$ cat src/rtl/ps2_host_tx.sv
// ps2_host_tx: host-to-device PS/2 byte transmitter.
// Drives the shared PS/2 clock/data lines open-drain. It runs the
// inhibit / request-to-send sequence, then shifts out the start bit,
// 8 data bits (LSB first), odd parity and stop on device clock falling
// edges. It then checks the device acknowledge.
//
// Ports:
//   clock, reset  system clock, asynchronous active-low reset
//   ce            sample/step strobe; all state advances only when ce = 1
//   ps2[1:0]      raw line levels: [0] = PS/2 clock, [1] = PS/2 data
//   clk_oe        1 = pull the PS/2 clock line low
//   dat_oe        1 = pull the PS/2 data line low
//   data[7:0]     byte to send, captured on accept
//   start         transfer request, accepted when ce & start & !busy
//   busy          transfer in progress
//   done          one-clock pulse: device acknowledged the byte
//   error         one-clock pulse: transfer aborted (timeout / missing ACK)
//
// Optional feature macro: PS2_TX_RETRY_EN. When it is defined, a failed
// attempt restarts from inhibit up to two more times before error is
// reported.

module ps2_host_tx #(
  parameter int unsigned INHIBIT = 400,
  parameter int unsigned TIMEOUT = 8000
) (
  input  logic       clock,
  input  logic       reset,
  input  logic       ce,
  input  logic [1:0] ps2,
  output logic       clk_oe,
  output logic       dat_oe,
  input  logic [7:0] data,
  input  logic       start,
  output logic       busy,
  output logic       done,
  output logic       error
);

  localparam int unsigned CNT_MAX = (INHIBIT > TIMEOUT) ? INHIBIT : TIMEOUT;
  localparam int unsigned CW      = $clog2(CNT_MAX + 1);
  localparam logic [CW-1:0] INH_LOAD = CW'(INHIBIT);
  localparam logic [CW-1:0] TO_LOAD  = CW'(TIMEOUT);
`ifdef PS2_TX_RETRY_EN
  localparam int unsigned RETRIES = 2;
`endif

  typedef enum logic [2:0] {
    S_IDLE,
    S_INHIBIT,
    S_SHIFT,
    S_ACK,
    S_WAIT
  } state_t;

  // Clock line filter: 7 stored samples plus the live one form an
  // 8-sample window, so a clean fall is reported on the 8th ce tick.
  logic [6:0] filt_hist;
  logic       filt_clk;
  logic       dat_q;
  logic [7:0] window_c;
  logic       fall_c;

  assign window_c = {filt_hist, ps2[0]};
  assign fall_c   = ce && filt_clk && (window_c == 8'h00);

  always_ff @(posedge clock or negedge reset) begin
    if (!reset) begin
      filt_hist <= '1;
      filt_clk  <= 1'b1;
      dat_q     <= 1'b1;
    end else if (ce) begin
      filt_hist <= window_c[6:0];
      dat_q     <= ps2[1];
      if (&window_c)
        filt_clk <= 1'b1;
      else if (window_c == 8'h00)
        filt_clk <= 1'b0;
    end
  end

  state_t        state,  state_n;
  logic [CW-1:0] cnt,    cnt_n;
  logic [3:0]    idx,    idx_n;
  logic [7:0]    tx_byte, tx_byte_n;
  logic          clk_oe_n, dat_oe_n, busy_n, done_n, error_n;
  logic          fail_c;
`ifdef PS2_TX_RETRY_EN
  logic [1:0]    retry, retry_n;
`endif

  // State and output registers.
  always_ff @(posedge clock or negedge reset) begin
    if (!reset) begin
      state   <= S_IDLE;
      cnt     <= '0;
      idx     <= '0;
      tx_byte <= '0;
      clk_oe  <= 1'b0;
      dat_oe  <= 1'b0;
      busy    <= 1'b0;
      done    <= 1'b0;
      error   <= 1'b0;
`ifdef PS2_TX_RETRY_EN
      retry   <= '0;
`endif
    end else begin
      state   <= state_n;
      cnt     <= cnt_n;
      idx     <= idx_n;
      tx_byte <= tx_byte_n;
      clk_oe  <= clk_oe_n;
      dat_oe  <= dat_oe_n;
      busy    <= busy_n;
      done    <= done_n;
      error   <= error_n;
`ifdef PS2_TX_RETRY_EN
      retry   <= retry_n;
`endif
    end
  end

  // Next-state and output logic.
  always_comb begin
    state_n   = state;
    cnt_n     = cnt;
    idx_n     = idx;
    tx_byte_n = tx_byte;
    clk_oe_n  = clk_oe;
    dat_oe_n  = dat_oe;
    busy_n    = busy;
    done_n    = 1'b0;
    error_n   = 1'b0;
    fail_c    = 1'b0;
`ifdef PS2_TX_RETRY_EN
    retry_n   = retry;
`endif

    if (ce) begin
      unique case (state)
        S_IDLE: begin
          clk_oe_n = 1'b0;
          dat_oe_n = 1'b0;
          if (start && !busy) begin
            tx_byte_n = data;
            cnt_n     = INH_LOAD;
            clk_oe_n  = 1'b1;
            busy_n    = 1'b1;
            state_n   = S_INHIBIT;
`ifdef PS2_TX_RETRY_EN
            retry_n   = '0;
`endif
          end
        end

        S_INHIBIT: begin
          // Last inhibit tick: release clock and present the start bit.
          if (cnt <= CW'(1)) begin
            clk_oe_n = 1'b0;
            dat_oe_n = 1'b1;
            cnt_n    = TO_LOAD;
            idx_n    = '0;
            state_n  = S_SHIFT;
          end else begin
            cnt_n = cnt - CW'(1);
          end
        end

        S_SHIFT: begin
          if (fall_c) begin
            if (idx < 4'd8)
              dat_oe_n = ~tx_byte[idx[2:0]];
            else if (idx == 4'd8)
              dat_oe_n = ^tx_byte;          // odd parity bit is ~^tx_byte
            else begin
              dat_oe_n = 1'b0;              // stop bit: release data
              state_n  = S_ACK;
            end
            idx_n = idx + 4'd1;
            cnt_n = TO_LOAD;
          end else if (cnt <= CW'(1)) begin
            fail_c = 1'b1;
          end else begin
            cnt_n = cnt - CW'(1);
          end
        end

        S_ACK: begin
          if (fall_c) begin
            if (!dat_q) begin
              cnt_n   = TO_LOAD;
              state_n = S_WAIT;
            end else begin
              fail_c = 1'b1;
            end
          end else if (cnt <= CW'(1)) begin
            fail_c = 1'b1;
          end else begin
            cnt_n = cnt - CW'(1);
          end
        end

        S_WAIT: begin
          // Device has let go of both lines: transfer complete.
          if (filt_clk && dat_q) begin
            done_n  = 1'b1;
            busy_n  = 1'b0;
            state_n = S_IDLE;
          end else if (cnt <= CW'(1)) begin
            fail_c = 1'b1;
          end else begin
            cnt_n = cnt - CW'(1);
          end
        end

        default: state_n = S_IDLE;
      endcase

      // Failure: either re-arm from inhibit or abort with both lines released.
      if (fail_c) begin
`ifdef PS2_TX_RETRY_EN
        if (retry < 2'(RETRIES)) begin
          retry_n  = retry + 2'd1;
          cnt_n    = INH_LOAD;
          clk_oe_n = 1'b1;
          dat_oe_n = 1'b0;
          state_n  = S_INHIBIT;
        end else
`endif
        begin
          clk_oe_n = 1'b0;
          dat_oe_n = 1'b0;
          busy_n   = 1'b0;
          error_n  = 1'b1;
          state_n  = S_IDLE;
        end
      end
    end
  end

endmodule
$ cat config.mk
export PLATFORM = sky130hd
export DESIGN_NAME = ps2_host_tx
export DESIGN_NICKNAME = d
export VERILOG_FILES = /design/src/rtl/ps2_host_tx.sv
export SDC_FILE = /design/constraint.sdc
export NUM_CORES = 1
export LEC_CHECK = 0
export BUFFER_PORTS_ARGS = -buffer_cell sky130_fd_sc_hd__buf_2
export CORE_MARGIN = 2
export CORE_UTILIZATION = 35
export CTS_CLUSTER_DIAMETER = 200
export DETAILED_ROUTE_END_ITERATION = 7
export PLACE_DENSITY = 0.61
export SLEW_MARGIN = 15
export SYNTH_ARGS = -nofsm -noshare
export SYNTH_HDL_FRONTEND = slang
export SYNTH_SLANG_ARGS = --single-unit
$ cat constraint.sdc
create_clock -name clock -period 1.8 [get_ports clock]
set_input_delay 0.09 -clock clock [delete_from_list [all_inputs] [get_ports clock]]
set_output_delay 0.09 -clock clock [all_outputs]
set_load 0.005 [all_outputs]
# After elaboration in Yosys (flattened, before gate mapping)
# Cells that the tools add are included.
# totals
out_inout_bits	5
wordCells	110
reg_bits	42
inputBits	14
# op_classes
magnitude_cmp	3
n_reduce_logical	23
addsub	2
mux	51
bitwise_logic	1
eq_ne	18
# op_table
operator	n
$mux 13	7
$pmux 13 s5	1
$mux 3	9
$ne 3x3->1 const B	9
$mux 1	25
$pmux 3 s5	1
$le 13x1->1 const B	1
$sub 13x1->13 const B	1
$reduce_and 4->1	3
$reduce_and 9->1	1
$logic_not 8->1	1
$mux 4	2
$ne 2x2->1 const B	4
$pmux 4 s2	1
$reduce_and 8->1	1
$reduce_xor 8->1	1
$eq 3x2->1 const B	2
$pmux 1 s3	2
$reduce_and 3->1	2
$reduce_bool 3->1	2
$reduce_and 5->1	1
$reduce_bool 5->1	1
$add 4x1->4 const B	1
$eq 4x4->1 const B	1
13 further kinds	18

# Logic depth before layout (Yosys ltp)
# Gate-level depths: netlist (run 1).
# depth
ltp_word	7
depth_mapped	9
mapped_depth_nobuf	8

# Worst setup path before layout (run 1)
# OpenSTA, ideal clock, no wires.
# synth_path
path_kind	flip-flop to flip-flop
startpoint	reg cnt[0]
endpoint	reg cnt[10]
path_slack_ns	-0.146
period_less_slack_ns	1.946
arrival_time_ns	1.828
t_required_ns	1.682
path_stages_with_launch	10
path_buffers	1
setup_ns	0.118
cell_sequence	dfrtp_1 inv_1 ha_1 or3b_2 clkbuf_1 nor4_4 xnor2_1 o21ai_1 a21oi_1 o21ai_2
# synth_between
elab_chain_cells	4
elab_cells_between_ends	8
classes_between	add/sub: 1; order compare: 1; mux: 6
# synth_rtl
item	line	source
from (decl)	83	logic [CW-1:0] cnt, cnt_n;
from (signal assigned)	109	cnt <= cnt_n;
$sub 13x1->13 or $le 13x1->1 (tied branches)	n/a	
$mux 13	181, 196, 209	
$mux 13 (on tied branches)	205, 170, 189	
$pmux 13 s5 (*)	140	unique case (state)
# Every way passes the cells marked *; elsewhere a longest branch is shown, timed or not. The select of a mux whose other input is x is not followed.
# A chain may end at the register's enable or synchronous reset.

# Final worst setup path (run 1)
# Same ends and word-level chain as after synthesis.

==> results.json, run 1 <==
{
  "drive_gt1_share_pct": 56.3,
  "fp.dieH_um": 91.8,
  "worst-path-max-fanout": 3,
  "postSynthCellCount": 265,
  "cts_tree": "yes",
  "gp_congestion": 0.860,
  "clockRootBuffer": "clkbuf_8",
  "cp-end-kind": "flop",
  "tightest_slew_ps": 455,
  "pre_cts_slack_ps": -260,
  "ys_top_cells_by_count": "dfrtp_1 (33), nand2_1 (23), a21oi_1 (19)",
  "cts_buffers": 5,
  "avgSynthCellArea_sq_um": 10.2,
  "grt_overflow": 0,
  "slew_violations": 0,
  "yosysMostFrequentCell": "dfrtp_1",
  "wl_mm": 7.53,
  "drv_cap": 0,
  "worstHoldPathType": "in -> reg",
  "startpoint_type": "flop",
  "grt_first_pass_wirelength_mm": 12.3,
  "dr.pass1.iters": 4,
  "synth_fp_nets": 283,
  "yosys.area.top_type": "dfrtp_1",
  "grt_setup_unrepaired": "true",
  "reg2regPathDepth": 8,
  "period_needed_ps": 1970,
  "finalNetCount": 386,
  "placed_area_sq_mm": 0.00341,
  "status": "complete, but fails checks",
  "final_area_sq_mm": 0.00403,
  "dp_hpwl_mm": 4.96,
  "vias_per_cell": 5.23,
  "cts.path.max_buffers": 2,
  "ioPinCount": 19,
  "track_usage_pct": 18.2,
  "wire_per_inst_um": 16.1,
  "rows": 31,
  "clkTransAtPathRegs_ps": 90,
  "antenna_found_initial": 0,
  "drtAntennaViolNets": 0,
  "synth_area_sq_mm": 0.00270,
  "ys_seq_area_share_pct": 39.4,
  "async_flop_share_pct": 100,
  "hold_slack_ps": 10.9,
  "whs_path_depth": 3,
  "violations": "setup timing",
  "power_density_mw_per_mm2": 1510,
  "synth_top_area_share_pct": 30.6,
  "synthFlopType": "dfrtp_1",
  "grt_pass1_vias": 2496,
  "finalWorstSetupSlack_ps": -165,
  "p_leak_nw": 1.70,
  "coreArea_sq_mm": 0.00737,
  "synth_seq_cells": 42,
  "initial_utilization_pct": 36.6,
  "htreeDepth": 2,
  "num_antenna_cells": 0,
  "synth_edf_count": 0,
  "critPathKind": "reg -> reg",
  "synth_area_leaders": "dfrtp_1 (31%), dfstp_2 (8.8%), a21oi_1 (3.5%), mux2_1 (3.3%), mux2_2 (3.3%)",
  "synth_cell_types": 70,
  "cp.required_ps": 2000,
  "min_period_over_period_pct": 109,
  "grt_max_degree": 26,
  "area_growth_pct": 49.5,
  "clock_latency_ps": 300,
  "vias": 2442,
  "arrival_ps": 2170,
  "io_buffers": 18,
  "utilization_pct": 54.7,
  "maxSlewHeadroom_pct": 69.7,
  "peakVddDrop_v": 0.000493,
  "setup_violations": 31,
  "drtIter0Drc": 121,
  "clkSinkCount": 42,
  "skew_ps": 13.9,
  "fp.dieW_um": 91.8,
  "drc_errors": 0,
  "synth_warnings": 0,
  "hold_viol": 0,
  "max_freq_mhz": 509,
  "die_area_sq_mm": 0.00842
}
[sequential cells by signal, indices dropped and copies added (netlist names), 3 cells and up]
signal     flops
cnt           13
filt_hist      7
idx            4
state          3
tx_byte        8
[cell type report]
type                            instances  area (sq um)
Fill cell                             651          3340
Clock inverter                          2          33.8
Tap cell                               99           124
Clock buffer                            5          68.8
Timing Repair Buffer                  107           906
Inverter                                9          33.8
Sequential cell                        42          1070
Multi-Input combinational cell        203          1800
[final timing paths]
path | slack, ps | end | start
setup / recovery | -170 | cnt[10] | cnt[0]
hold / removal | 10 | dat_q | ps2[1]
setup reg to reg | -170 | cnt[10] | cnt[0]
hold reg to reg | 520 | dat_q | dat_q
max in group asynchronous | 970 | filt_hist[3] | reset
min in group asynchronous | 260 | cnt[1] | reset
[cells in the final DEF (no fill, tap or decap), types with 5 or more instances in the layout]
cell type	n
buf_4	69
dfrtp_1	30
nand2_1	19
buf_2	18
a21oi_1	13
nor2_1	12
buf_6	10
nand2b_1	9
mux2_4	9
dfstp_2	9
inv_1	8
o21ai_1	8
xnor2_1	8
buf_12	8
mux2_2	7
o21ai_2	6
a21oi_2	6
a22o_1	6
nor4_4	5
clkbuf_8	5
[where the power goes]
part	internal, mW	switching, mW
Sequential	1.30	0.343
Clock	0.401	0.329
Combinational	2.00	1.73
[what timing repair did]
action	in CTS	in global routing
resized for setup	53	24
setup endpoints to repair	32	32
cloned	2	0
hold endpoints to repair	14	0
pin swaps	38	20
buffers inserted	15	3
hold buffers	1	0
[kinds of logic (layout without fill, tap and decap cells)]
kind of cell               count (synthesis)  count (layout)  synth area share [%]
xor gates and xnor gates                  11              11                  3.58
adders and majority gates                  4               4                  1.86
muxes                                     19              19                  8.73
DFF                                       42              42                  39.4
buffers and inverters                     21             123                  4.73
AOI/OAI and AO/OA                         70              70                  18.3
and+or+nand+nor                           98              99                  23.4
[per-stage QoR]
step	power (mW)	std cells	setup TNS, ps
final	6.10	467	-2830
after global routing	6.49	467	-5250
after CTS	5.90	466	-1680
after detailed placement	4.46	442	-4200
after global placement	4.41	442	-3050
after floorplan	3.35	265	-328
[routing by layer]
layer	track usage [%]	wire (um)	vias to the layer above
met5	0	0	-
met4	6.34	194	0
met3	4.27	334	13
met2	29.3	3690	47
met1	24.0	3310	1206
li1	-	-	1176
[worst max-delay path, stage by stage (launching register included)]
cell and delay (ps):
dfrtp_1 420, inv_1 70, ha_2 180, or3b_4 420, nor4_4 280, xnor2_2 170, o21ai_1 100, a21oi_2 150
o21ai_2 70
Note: power is estimated with default switching activity, not from simulation.
==> run 2, diff against run 1 <==
Settings changed: PLACE_DENSITY 0.61 to default.
==> run 2 against run 1 <==
The flow still finishes with violations (setup timing). Worst hold slack got worse by 2.8 ps. Combinational power fell by 18%. First-iteration DRC count fell by 12%. Wire length fell by 12%. Global-route usage fell by 1.1 points. Sequential power barely moved. Clock power fell by 10%. Cell count fell by 1.3%. Fmax rose by 0.53%. Clock-buffer cell count rose by 1. Critical path type unchanged. Highest routed layer unchanged.
==> results.json, run 2 (same netlist as run 1, synthesis figures left out) <==
{
  "status": "complete, but fails checks",
  "violations": "setup timing",
  "tightest_slew_ps": 539,
  "p_leak_nw": 1.60,
  "wl_mm": 6.62,
  "coreArea_sq_mm": 0.00737,
  "clockRootBuffer": "clkbuf_8",
  "skew_ps": 2.80,
  "final_area_sq_mm": 0.00369,
  "cp.required_ps": 1990,
  "drtIter0Drc": 107,
  "largest_reg_flops": 13,
  "p_int_mw": 3.24,
  "placedCellCount": 442,
  "dp_hpwl_mm": 4.97,
  "antenna_found_initial": 0,
  "grt_first_pass_wirelength_mm": 11.7,
  "p_sw_mw": 2.09,
  "grt_overflow": 0,
  "hold_viol": 0,
  "switching_share_pct": 39.2,
  "fp.dieH_um": 91.8,
  "placed_area_sq_mm": 0.00338,
  "wire_per_inst_um": 14.4,
  "cts.path.max_buffers": 2,
  "drtAntennaViolNets": 0,
  "clock_latency_ps": 300,
  "setup_tns_ps": -1740,
  "io_buffers": 18,
  "critical-path-top-delay-family": "simple AND/OR/NAND/NOR gates",
  "grt_max_degree": 23,
  "dr.pass1.iters": 4,
  "startpoint_type": "flop",
  "slew_violations": 0,
  "reg_top3": "cnt x13, tx_byte x8, filt_hist x7",
  "hold_slack_ps": 8.13,
  "met1Wirelength_mm": 3.04,
  "combPwrFrac_pct": 57.2,
  "maxSlewHeadroom_pct": 64.1,
  "grt_setup_unrepaired": "true",
  "vias": 2367,
  "path_cells": "or4_4 > nor3_4 > xor2_1 > nand2_1 > a21oi_1 > o41a_1",
  "slowest_delay_ps": 610,
  "finalWorstSetupSlack_ps": -155,
  "top_layer": "met4",
  "cts_tree": "yes",
  "ioPinCount": 19,
  "min_period_over_period_pct": 109,
  "initial_utilization_pct": 36.6,
  "fp.dieW_um": 91.8,
  "gp_congestion": 0.858,
  "slowest_stage": "or4_4",
  "final_common_cell": "buf_4",
  "worst-path-max-fanout": 5,
  "clkTransAtPathRegs_ps": 80,
  "grt_pass1_vias": 2498,
  "max_freq_mhz": 511,
  "die_area_sq_mm": 0.00842,
  "arrival_ps": 2140,
  "layout_common_cells": "buf_4 (71), dfrtp_1 (32), nand2_1 (21)",
  "pre_cts_slack_ps": -215,
  "regMostFlops": "cnt",
  "critPathKind": "reg -> reg",
  "clkSinkCount": 42,
  "p_seq_share_pct": 30.5,
  "final_cells": 461,
  "vias_per_cell": 5.13,
  "cp-end-kind": "flop",
  "cts_buffers": 5,
  "power_density_mw_per_mm2": 1440,
  "drv_cap": 0,
  "htreeDepth": 2,
  "rows": 31,
  "power.total_mw": 5.32,
  "cp_num_buf_inv": 0,
  "drive_gt1_share_pct": 45.3,
  "area_growth_pct": 36.9,
  "drc_errors": 0,
  "worstHoldPathType": "in -> reg",
  "routed-wl-met2_mm": 3.29,
  "num_antenna_cells": 0,
  "power_frac_clock_pct": 12.3,
  "finalNetCount": 379,
  "route.met3.wl_um": 187,
  "setup_violations": 23,
  "peakVddDrop_v": 0.000521,
  "utilization_pct": 50.1,
  "track_usage_pct": 17.1,
  "period_needed_ps": 1960
}
run 2: area by class of cell:
type	instances	area, sq um
clock buffer	6	82.6
clock inverter	2	12.5
inverter	9	33.8
timing repair buffer	101	767
fill	729	3680
tap	99	124
sequential	42	1060
multi-input combinational	202	1610
run 2: timing repair:
action / CTS / global route
endpoints found under the hold margin: 18 / 0
buffers inserted: 4 / 0
hold buffers: 7 / 0
gates resized for setup: 16 / 9
endpoints found under the setup margin: 31 / 32
gates cloned: 0 / 0
pin swaps: 7 / 2
run 2: power by group through the flow:
stage | logic (mW) | clock network [mW] | registers [mW]
after floorplan | 1.78 | 0 | 1.57
after global placement | 2.77 | 0 | 1.60
after detailed placement | 2.82 | 0 | 1.61
after CTS | 2.97 | 0.684 | 1.61
after global routing | 3.34 | 0.722 | 1.67
final | 3.04 | 0.655 | 1.62
run 2: path summary, 6_finish.rpt:
check	cells after the start	slack (ps)	from	to
max	6	-160	cnt[7]	cnt[11]
min in group asynchronous	2	300	reset	tx_byte[0]
max reg2reg	6	-160	cnt[7]	cnt[11]
min reg2reg	2	510	dat_q	dat_q
max in group asynchronous	3	1000	reset	error
min	2	8	data[3]	tx_byte[3]
run 2: layer usage:
layer,global-route usage (%),up-vias
met5,0,-
met4,6.22,0
met3,2.96,8
met2,29.1,31
met1,21.8,1170
li1,-,1158
